$ cat src/rtl/adder_sequencer_pkg.sv
// Shared types and constants for the nibble-serial adder sequencer.
// FSM encoding, slice width and requester identifiers.
package adder_sequencer_pkg;

  typedef enum logic [1:0] {
    S_IDLE = 2'd0,
    S_ADD  = 2'd1,
    S_DONE = 2'd2
  } state_t;

  localparam int SLICE_W = 4;

  localparam logic REQ_ID0 = 1'b0;
  localparam logic REQ_ID1 = 1'b1;

endpackage

$ cat src/rtl/adder_sequencer_ripple_four.sv
// 4-bit ripple-carry adder slice with bit-level ports.
// Purely combinational; one full adder per bit.
module ripple_four (
  input  logic i_a0,
  input  logic i_a1,
  input  logic i_a2,
  input  logic i_a3,
  input  logic i_b0,
  input  logic i_b1,
  input  logic i_b2,
  input  logic i_b3,
  input  logic i_cin,
  output logic o_s0,
  output logic o_s1,
  output logic o_s2,
  output logic o_s3,
  output logic o_cout
);

  logic [3:0] w_a;
  logic [3:0] w_b;
  logic [3:0] w_s;
  logic [4:0] w_c;

  assign w_a = {i_a3, i_a2, i_a1, i_a0};
  assign w_b = {i_b3, i_b2, i_b1, i_b0};
  assign w_c[0] = i_cin;

  for (genvar i = 0; i < 4; i++) begin : g_fa
    assign w_s[i]   = w_a[i] ^ w_b[i] ^ w_c[i];
    assign w_c[i+1] = (w_a[i] & w_b[i]) |
                      (w_c[i] & (w_a[i] ^ w_b[i]));
  end

  assign o_s0   = w_s[0];
  assign o_s1   = w_s[1];
  assign o_s2   = w_s[2];
  assign o_s3   = w_s[3];
  assign o_cout = w_c[4];

endmodule

$ cat src/rtl/adder_sequencer.sv
// Two-port round-robin adder controller; computes a wide sum
// one nibble per cycle through a single shared 4-bit slice.
module adder_sequencer
  import adder_sequencer_pkg::*;
#(
  parameter int NIBBLES = 4
) (
  input  logic                       clk,
  input  logic                       rst,
  input  logic                       req0_valid,
  output logic                       req0_ready,
  input  logic [SLICE_W*NIBBLES-1:0] req0_a,
  input  logic [SLICE_W*NIBBLES-1:0] req0_b,
  input  logic                       req0_cin,
  input  logic                       req1_valid,
  output logic                       req1_ready,
  input  logic [SLICE_W*NIBBLES-1:0] req1_a,
  input  logic [SLICE_W*NIBBLES-1:0] req1_b,
  input  logic                       req1_cin,
  output logic                       rsp_valid,
  input  logic                       rsp_ready,
  output logic [SLICE_W*NIBBLES-1:0] rsp_sum,
  output logic                       rsp_cout,
  output logic                       rsp_id
);

  localparam int W  = SLICE_W * NIBBLES;
  localparam int CW = $clog2(NIBBLES + 1);

  state_t         r_state;
  logic [W-1:0]   r_a;
  logic [W-1:0]   r_b;
  logic [W-1:0]   r_sum;
  logic           r_carry;
  logic [CW-1:0]  r_cnt;
  logic           r_id;
  logic           r_last;
  logic           r_valid;

  logic           w_idle;
  logic           w_gnt0;
  logic           w_gnt1;
  logic [3:0]     w_s;
  logic           w_co;
  logic [W-1:0]   w_ins;

  // Ready depends only on state, valids and last grant.
  assign w_idle = (r_state == S_IDLE) & ~rst;
  assign w_gnt0 = req0_valid &
                  (~req1_valid | (r_last == REQ_ID1));
  assign w_gnt1 = req1_valid &
                  (~req0_valid | (r_last == REQ_ID0));

  assign req0_ready = w_idle & w_gnt0;
  assign req1_ready = w_idle & w_gnt1;

  ripple_four u_slice (
    .i_a0   (r_a[0]),
    .i_a1   (r_a[1]),
    .i_a2   (r_a[2]),
    .i_a3   (r_a[3]),
    .i_b0   (r_b[0]),
    .i_b1   (r_b[1]),
    .i_b2   (r_b[2]),
    .i_b3   (r_b[3]),
    .i_cin  (r_carry),
    .o_s0   (w_s[0]),
    .o_s1   (w_s[1]),
    .o_s2   (w_s[2]),
    .o_s3   (w_s[3]),
    .o_cout (w_co)
  );

  // Slice result enters at the top of the sum register.
  assign w_ins = W'(w_s) << (W - SLICE_W);

  always_ff @(posedge clk) begin
    if (rst) begin
      r_state <= S_IDLE;
      r_a     <= '0;
      r_b     <= '0;
      r_sum   <= '0;
      r_carry <= 1'b0;
      r_cnt   <= '0;
      r_id    <= REQ_ID0;
      r_last  <= REQ_ID1;
      r_valid <= 1'b0;
    end else begin
      unique case (r_state)
        S_IDLE: begin
          if (req0_valid | req1_valid) begin
            r_a     <= w_gnt1 ? req1_a : req0_a;
            r_b     <= w_gnt1 ? req1_b : req0_b;
            r_carry <= w_gnt1 ? req1_cin : req0_cin;
            r_sum   <= '0;
            r_cnt   <= '0;
            r_id    <= w_gnt1;
            r_last  <= w_gnt1;
            r_state <= S_ADD;
          end
        end
        S_ADD: begin
          r_sum   <= (r_sum >> SLICE_W) | w_ins;
          r_a     <= r_a >> SLICE_W;
          r_b     <= r_b >> SLICE_W;
          r_carry <= w_co;
          r_cnt   <= r_cnt + CW'(1);
          if (r_cnt == CW'(NIBBLES - 1)) begin
            r_state <= S_DONE;
            r_valid <= 1'b1;
          end
        end
        S_DONE: begin
          if (rsp_ready) begin
            r_state <= S_IDLE;
            r_valid <= 1'b0;
          end
        end
        default: r_state <= S_IDLE;
      endcase
    end
  end

  assign rsp_valid = r_valid;
  assign rsp_sum   = r_sum;
  assign rsp_cout  = r_carry;
  assign rsp_id    = r_id;

endmodule

$ cat config.mk
export PLATFORM = sky130hd
export DESIGN_NAME = adder_sequencer
export DESIGN_NICKNAME = d
export VERILOG_FILES = /design/src/rtl/adder_sequencer_pkg.sv /design/src/rtl/adder_sequencer_ripple_four.sv /design/src/rtl/adder_sequencer.sv
export SDC_FILE = /design/constraint.sdc
export NUM_CORES = 1
export LEC_CHECK = 0
export BUFFER_PORTS_ARGS = -buffer_cell sky130_fd_sc_hd__buf_2
export CELL_PAD_IN_SITES_DETAIL_PLACEMENT = 0
export CELL_PAD_IN_SITES_GLOBAL_PLACEMENT = 2
export CORE_MARGIN = 10
export CORE_UTILIZATION = 29
export DETAILED_ROUTE_END_ITERATION = 10
export PLACE_DENSITY_LB_ADDON = 0.1
export SETUP_SLACK_MARGIN = 0.05
export SYNTH_ARGS = -nofsm -noshare
export SYNTH_HDL_FRONTEND = slang
export SYNTH_SLANG_ARGS = --single-unit
$ cat constraint.sdc
create_clock -name clk -period 2.8 [get_ports clk]
set_clock_uncertainty 0.05 [all_clocks]
set_input_delay 0.14 -clock clk [delete_from_list [all_inputs] [get_ports clk]]
set_output_delay 0.14 -clock clk [all_outputs]
set_load 0.005 [all_outputs]
==> results.json, run 1 <==
{
  "htree_num_levels": 3,
  "slew_violations": 0,
  "p_int_mw": 1.61,
  "fp.dieH_um": 120,
  "synth_sequential_area_ratio_pct": 39.3,
  "r2r_start": "rsp_cout$_SDFFE_PP0P_",
  "async_reset_ff_share_pct": 0,
  "cts.sinks": 57,
  "timing.critical_path.from_type": "flip-flop",
  "min_to": "r_b[13]$_SDFFE_PP0P_",
  "dr_total_vias": 2745,
  "crit_startpoint": "rsp_cout$_SDFFE_PP0P_",
  "hold_ws_ns": 0.0217,
  "timing.reg2reg.worst_path_depth": 10,
  "reg2reg_slack_ns": 0.24,
  "hpwl_um": 6730,
  "power.sequential.fraction_pct": 41.6,
  "highest_fanout_seen_on_the_critical_path": 2,
  "overflow": 0,
  "die_x_um": 120,
  "fin_cells": 553,
  "numPortBuffers": 91,
  "globalRouteMet1Util_pct": 15.9,
  "layout_commonest_cell": "sky130_fd_sc_hd__buf_2",
  "min_delay_path_depth": 3,
  "layout.cells.most_common_list": "sky130_fd_sc_hd__buf_2 (91), sky130_fd_sc_hd__dfxtp_1 (57), sky130_fd_sc_hd__nor3_1 (35), sky130_fd_sc_hd__inv_1 (22)",
  "layout_min_cycle_time_ns": 2.56,
  "via_per_inst": 4.96,
  "place_inst": 538,
  "floorplan.io_pins": 92,
  "met3_usage_pct": 3.66,
  "avg_synthesized_cell_area_um2": 8.69,
  "antenna_violating_nets_post_route": 0,
  "routedWlPerCell_um": 17.3,
  "gp_congestion": 0.723,
  "hold_start": "req0_b[13]",
  "finish.utilization_pct": 37.6,
  "cts_tree": "done",
  "setup.worst_path.end_class": "flip-flop",
  "syn-instance-count": 334,
  "timing_worst_setup_path_type": "flip-flop to flip-flop",
  "clock_network_latency_to_the_later_pin_of_the_worst_skew_pair_ns": 0.33,
  "clk_root_buffer_cell": "sky130_fd_sc_hd__clkbuf_8",
  "yosysUniqueCellTypes": 39,
  "numCtsBuffers": 9,
  "maximum_vdd_ir_drop_mv": 0.217,
  "cts_repair_resize_count": 0,
  "clock_tree.buffer_depth": 2,
  "r2r_end": "rsp_cout$_SDFFE_PP0P_",
  "fin_setup_tns_ns": 0,
  "worst_pin_slew_ns": 1.14,
  "ys_warn_count": 0,
  "slew_headroom_pct": 23.5,
  "area_of_the_mapped_netlist_um2": 2900,
  "grt_first_pass_wirelength_um": 15600,
  "synth-edff-count": 0,
  "fp.dieArea_um2": 14400,
  "max_freq_mhz": 391,
  "grt_util_met2_pct": 22.6,
  "synth.largest_area_cell": "sky130_fd_sc_hd__dfxtp_1",
  "drt_drc_violations_left": 0,
  "status": "complete, no violations",
  "pwr_density_cell_nw_per_um2": 587,
  "overall_routing_resource_usage_pct": 13.3,
  "dp_slack_ns": 0.233,
  "postCtsHoldBufs": 0,
  "final_min_period_over_clock_period_pct": 91.3,
  "grt_setup_unrepaired": "false",
  "setup_viol": 0,
  "antennaDiodeCount": 0,
  "ys_top_cells_by_area": "sky130_fd_sc_hd__dfxtp_1 (39%), sky130_fd_sc_hd__nor3_1 (6.0%), sky130_fd_sc_hd__o32ai_1 (5.1%)",
  "start_util_pct": 29.7,
  "total_power_draw_mw": 2.16,
  "synth_top_flop_cell": "sky130_fd_sc_hd__dfxtp_1",
  "grt_most_used_layer": "met2",
  "core.rowCount": 36,
  "n_fill_cell": 1055,
  "grt_pass1_vias": 3037,
  "comb_power_share_pct": 15.8,
  "dpl_cell_area_um2": 3440,
  "fin_nets": 493,
  "areaGrowthSynthToFinish_pct": 26.6,
  "drive_gt1_share_pct": 31.2,
  "hp-class": "primary input to flip-flop",
  "drt-initial-drc-count": 109,
  "synth_top_area_share_pct": 39.3,
  "detailedRoute.firstPassIterationCount": 4,
  "post-cts-setup-buffer-count": 0,
  "pin_count_of_the_biggest_net_entering_global_routing": 35,
  "synthesis.nets": 411,
  "fin_ws_ns": 0.244,
  "design.core.area_um2": 9770,
  "report.final.hold_viol_count": 0,
  "timing.critical_path.arrival_ns": 2.74,
  "critical_path_required_ns": 2.98,
  "power_leakage_nw": 1.52,
  "postSynthRegisterBits": 57,
  "initial_antenna_violation_count": 0,
  "totalWireLength_um": 9560,
  "finalInstanceArea_um2": 3680,
  "max_cap_viol_count": 0,
  "cts.clk_slew.worst_paths_ns": 0.07,
  "power.switching_fraction_pct": 25.5,
  "power.share.clock_pct": 42.6,
  "power.net_switching_mw": 0.551
}
## worst max-delay path by stage
stage                                        to  slack [ns]  cells after the start
after floorplan           rsp_cout$_SDFFE_PP0P_        0.36                     10
after global placement    rsp_cout$_SDFFE_PP0P_        0.30                     10
after detailed placement  rsp_cout$_SDFFE_PP0P_        0.23                     10
after CTS                 rsp_cout$_SDFFE_PP0P_        0.22                     10
after global routing      rsp_cout$_SDFFE_PP0P_        0.06                     10
final                     rsp_cout$_SDFFE_PP0P_        0.24                     10
## worst max-delay path, cell delays in order, from the launching register on
cell and delay (ns):
sky130_fd_sc_hd__dfxtp_1 0.33, sky130_fd_sc_hd__inv_1 0.07, sky130_fd_sc_hd__fa_1 0.42, sky130_fd_sc_hd__inv_1 0.09, sky130_fd_sc_hd__fa_1 0.17, sky130_fd_sc_hd__inv_1 0.05, sky130_fd_sc_hd__fa_1 0.44, sky130_fd_sc_hd__fa_1 0.42
sky130_fd_sc_hd__nand2_1 0.07, sky130_fd_sc_hd__nand3_1 0.08, sky130_fd_sc_hd__o32ai_1 0.28
## synthesized netlist by cell type, drive strengths merged, types with 8 or more instances
master,instances
a21oi,22
nor3,36
mux2i,8
clkbuf,12
inv,22
a2111oi,8
o32ai,17
nand2,17
o2bb2ai,8
buf,19
nand2b,21
a32o,8
nand3,17
dfxtp,57
or3,17
o21ai,21
## layer usage
metal,wire length [um],vias up
met1,4290,1299
met5,0,-
met2,4730,68
met4,44,0
li1,-,1376
met3,487,2
## sequential cells by signal, summed over array words and instances (netlist names)
name / cells
r_a: 16
r_state: 2
rsp_valid: 1
r_last: 1
r_b: 16
rsp_sum: 16
rsp_cout: 1
rsp_id: 1
r_cnt: 3
## kinds of logic (layout without fill, tap and decap cells)
kind of cell | count (synthesis) | in the layout | synth area share (%)
AOI/OAI and AO/OA | 90 | 90 | 23.0
adders and majority gates | 6 | 6 | 3.62
buffers and inverters | 53 | 139 | 8.92
DFF | 57 | 57 | 39.3
muxes | 8 | 8 | 2.76
and+or+nand+nor | 120 | 120 | 22.4
## power by group through the flow
stage | logic [mW] | registers [mW] | clock network [mW]
after CTS | 0.349 | 0.898 | 0.947
after global placement | 0.345 | 0.916 | 0
final | 0.341 | 0.898 | 0.919
after global routing | 0.386 | 0.905 | 0.984
after detailed placement | 0.347 | 0.916 | 0
after floorplan | 0.227 | 0.907 | 0
## cell type report
type / count / area, um2 / area share, %
Clock buffer: 9 / 124 / 3.37
Clock inverter: 6 / 108 / 2.93
Inverter: 22 / 82.6 / 2.25
Multi-Input combinational cell: 224 / 1520 / 41.3
Sequential cell: 57 / 1140 / 31.0
Tap cell: 133 / 166 / 4.53
Timing Repair Buffer: 102 / 538 / 14.6
Note: power is estimated with default switching activity, not from simulation.
==> run 2, diff against run 1 <==
==> constraint.sdc (replaced) <==
create_clock -name clk -period 2.5 [get_ports clk]
set_clock_uncertainty 0.05 [all_clocks]
set_input_delay 0.125 -clock clk [delete_from_list [all_inputs] [get_ports clk]]
set_output_delay 0.125 -clock clk [all_outputs]
set_load 0.005 [all_outputs]
==> run 2 against run 1 <==
Design area grew 3.2%. Highest routed layer unchanged. Setup slack worse by 0.082 ns. Core utilization grew 1.2 points. Register-to-register slack lost 0.08 ns. Largest cell class unchanged.
==> results.json, run 2 (synthesis results as in run 1) <==
{
  "fin_setup_tns_ns": 0,
  "layout_min_cycle_time_ns": 2.34,
  "drt-initial-drc-count": 122,
  "finish.utilization_pct": 38.8,
  "initial_antenna_violation_count": 0,
  "layout.cells.most_common_list": "sky130_fd_sc_hd__buf_2 (91), sky130_fd_sc_hd__dfxtp_1 (56), sky130_fd_sc_hd__nor3_1 (35)",
  "grt_pass1_vias": 3164,
  "layout_commonest_cell": "sky130_fd_sc_hd__buf_2",
  "numPortBuffers": 91,
  "dr_total_vias": 2833,
  "clock_network_latency_to_the_later_pin_of_the_worst_skew_pair_ns": 0.33,
  "max_freq_mhz": 428,
  "slew_headroom_pct": 22.6,
  "slew_violations": 0,
  "post-cts-setup-buffer-count": 0,
  "fin_nets": 504,
  "numCtsBuffers": 9,
  "totalWireLength_um": 9740,
  "highest_fanout_seen_on_the_critical_path": 2,
  "timing.critical_path.arrival_ns": 2.50,
  "hp-class": "primary input to flip-flop",
  "fp.dieArea_um2": 14400,
  "design.core.area_um2": 9770,
  "drt_drc_violations_left": 0,
  "antenna_violating_nets_post_route": 0,
  "drive_gt1_share_pct": 33.1,
  "floorplan.io_pins": 92,
  "start_util_pct": 29.7,
  "setup_viol": 0,
  "overall_routing_resource_usage_pct": 13.7,
  "total_power_draw_mw": 2.42,
  "routedWlPerCell_um": 17.2,
  "grt_setup_unrepaired": "false",
  "max_cap_viol_count": 0,
  "maximum_vdd_ir_drop_mv": 0.244,
  "via_per_inst": 5.01,
  "finalInstanceArea_um2": 3790,
  "core.rowCount": 36,
  "worst_pin_slew_ns": 1.15,
  "gp_congestion": 0.761,
  "timing_worst_setup_path_type": "flip-flop to flip-flop",
  "clk_root_buffer_cell": "sky130_fd_sc_hd__clkbuf_8",
  "htree_num_levels": 3,
  "antennaDiodeCount": 0,
  "fp.dieH_um": 120,
  "dpl_cell_area_um2": 3470,
  "timing.critical_path.from_type": "flip-flop",
  "clock_tree.buffer_depth": 2,
  "hpwl_um": 6800,
  "power_leakage_nw": 1.56,
  "report.final.hold_viol_count": 0,
  "status": "complete, no violations",
  "setup.worst_path.end_class": "flip-flop",
  "final_min_period_over_clock_period_pct": 93.5,
  "critical_path_required_ns": 2.66,
  "cts.sinks": 57,
  "pwr_density_cell_nw_per_um2": 639,
  "grt_first_pass_wirelength_um": 16200,
  "overflow": 0,
  "die_x_um": 120,
  "n_fill_cell": 1061,
  "cts.clk_slew.worst_paths_ns": 0.07,
  "cts_tree": "done",
  "detailedRoute.firstPassIterationCount": 4,
  "areaGrowthSynthToFinish_pct": 30.6,
  "hold_ws_ns": 0.0100,
  "pin_count_of_the_biggest_net_entering_global_routing": 39
}
## run 2: area by class of cell
class	count	area (um2)	area share, %
clock buffers	11	151	3.99
clock inverters	5	77.6	2.05
inverters	22	82.6	2.18
multi-input cells	224	1530	40.4
flip-flops and latches	57	1140	30.1
well taps	133	166	4.39
repair buffers	113	638	16.8
## run 2: worst paths after layout
| kind | to | from | cells past startpoint | slack (ns) |
|---|---|---|---|---|
| setup / recovery | rsp_sum[15]$_SDFFE_PP0P_ | rsp_cout$_SDFFE_PP0P_ | 9 | 0.16 |
| hold / removal | r_b[13]$_SDFFE_PP0P_ | req0_b[13] | 3 | 0.01 |
| setup reg to reg | rsp_sum[15]$_SDFFE_PP0P_ | rsp_cout$_SDFFE_PP0P_ | 9 | 0.16 |
| hold reg to reg | r_a[9]$_SDFFE_PP0P_ | r_a[9]$_SDFFE_PP0P_ | 2 | 0.41 |
## run 2: critical path: stages, from the launching register on
cell and delay (ns):
sky130_fd_sc_hd__dfxtp_2 0.32, sky130_fd_sc_hd__inv_1 0.07, sky130_fd_sc_hd__fa_2 0.40, sky130_fd_sc_hd__inv_2 0.07, sky130_fd_sc_hd__fa_2 0.18, sky130_fd_sc_hd__inv_1 0.05
sky130_fd_sc_hd__fa_2 0.36, sky130_fd_sc_hd__fa_2 0.55, sky130_fd_sc_hd__nand2b_1 0.10, sky130_fd_sc_hd__a21oi_1 0.06
## run 2: metrics by stage
stage,std cells,setup slack [ns]
global route,565,0.0555
floorplan,334,0.0552
detailed placement,542,-0.0204
CTS,565,0.0712
global placement,542,-0.00215
finish,565,0.162
## run 2: power breakdown
group          total [mW]  internal (mW)  switching, mW
Sequential           1.00          0.972         0.0309
Clock                1.01          0.613          0.396
Combinational       0.410          0.194          0.216
## run 2: routing by layer
layer / part of all wire [%] / GRT usage (%)
met1: 44 / 15.7
met2: 50 / 23.8
met3: 4.8 / 3.66
met4: 1.7 / 5.35
met5: 0 / 0
## run 2: what timing repair did
item / 4_1_cts / 5_1_grt
pin swaps: 1 / 1
endpoints found under the hold margin: 4 / 0
resized for setup: 1 / 6
setup endpoints to repair: 1 / 2
hold buffers: 7 / 0
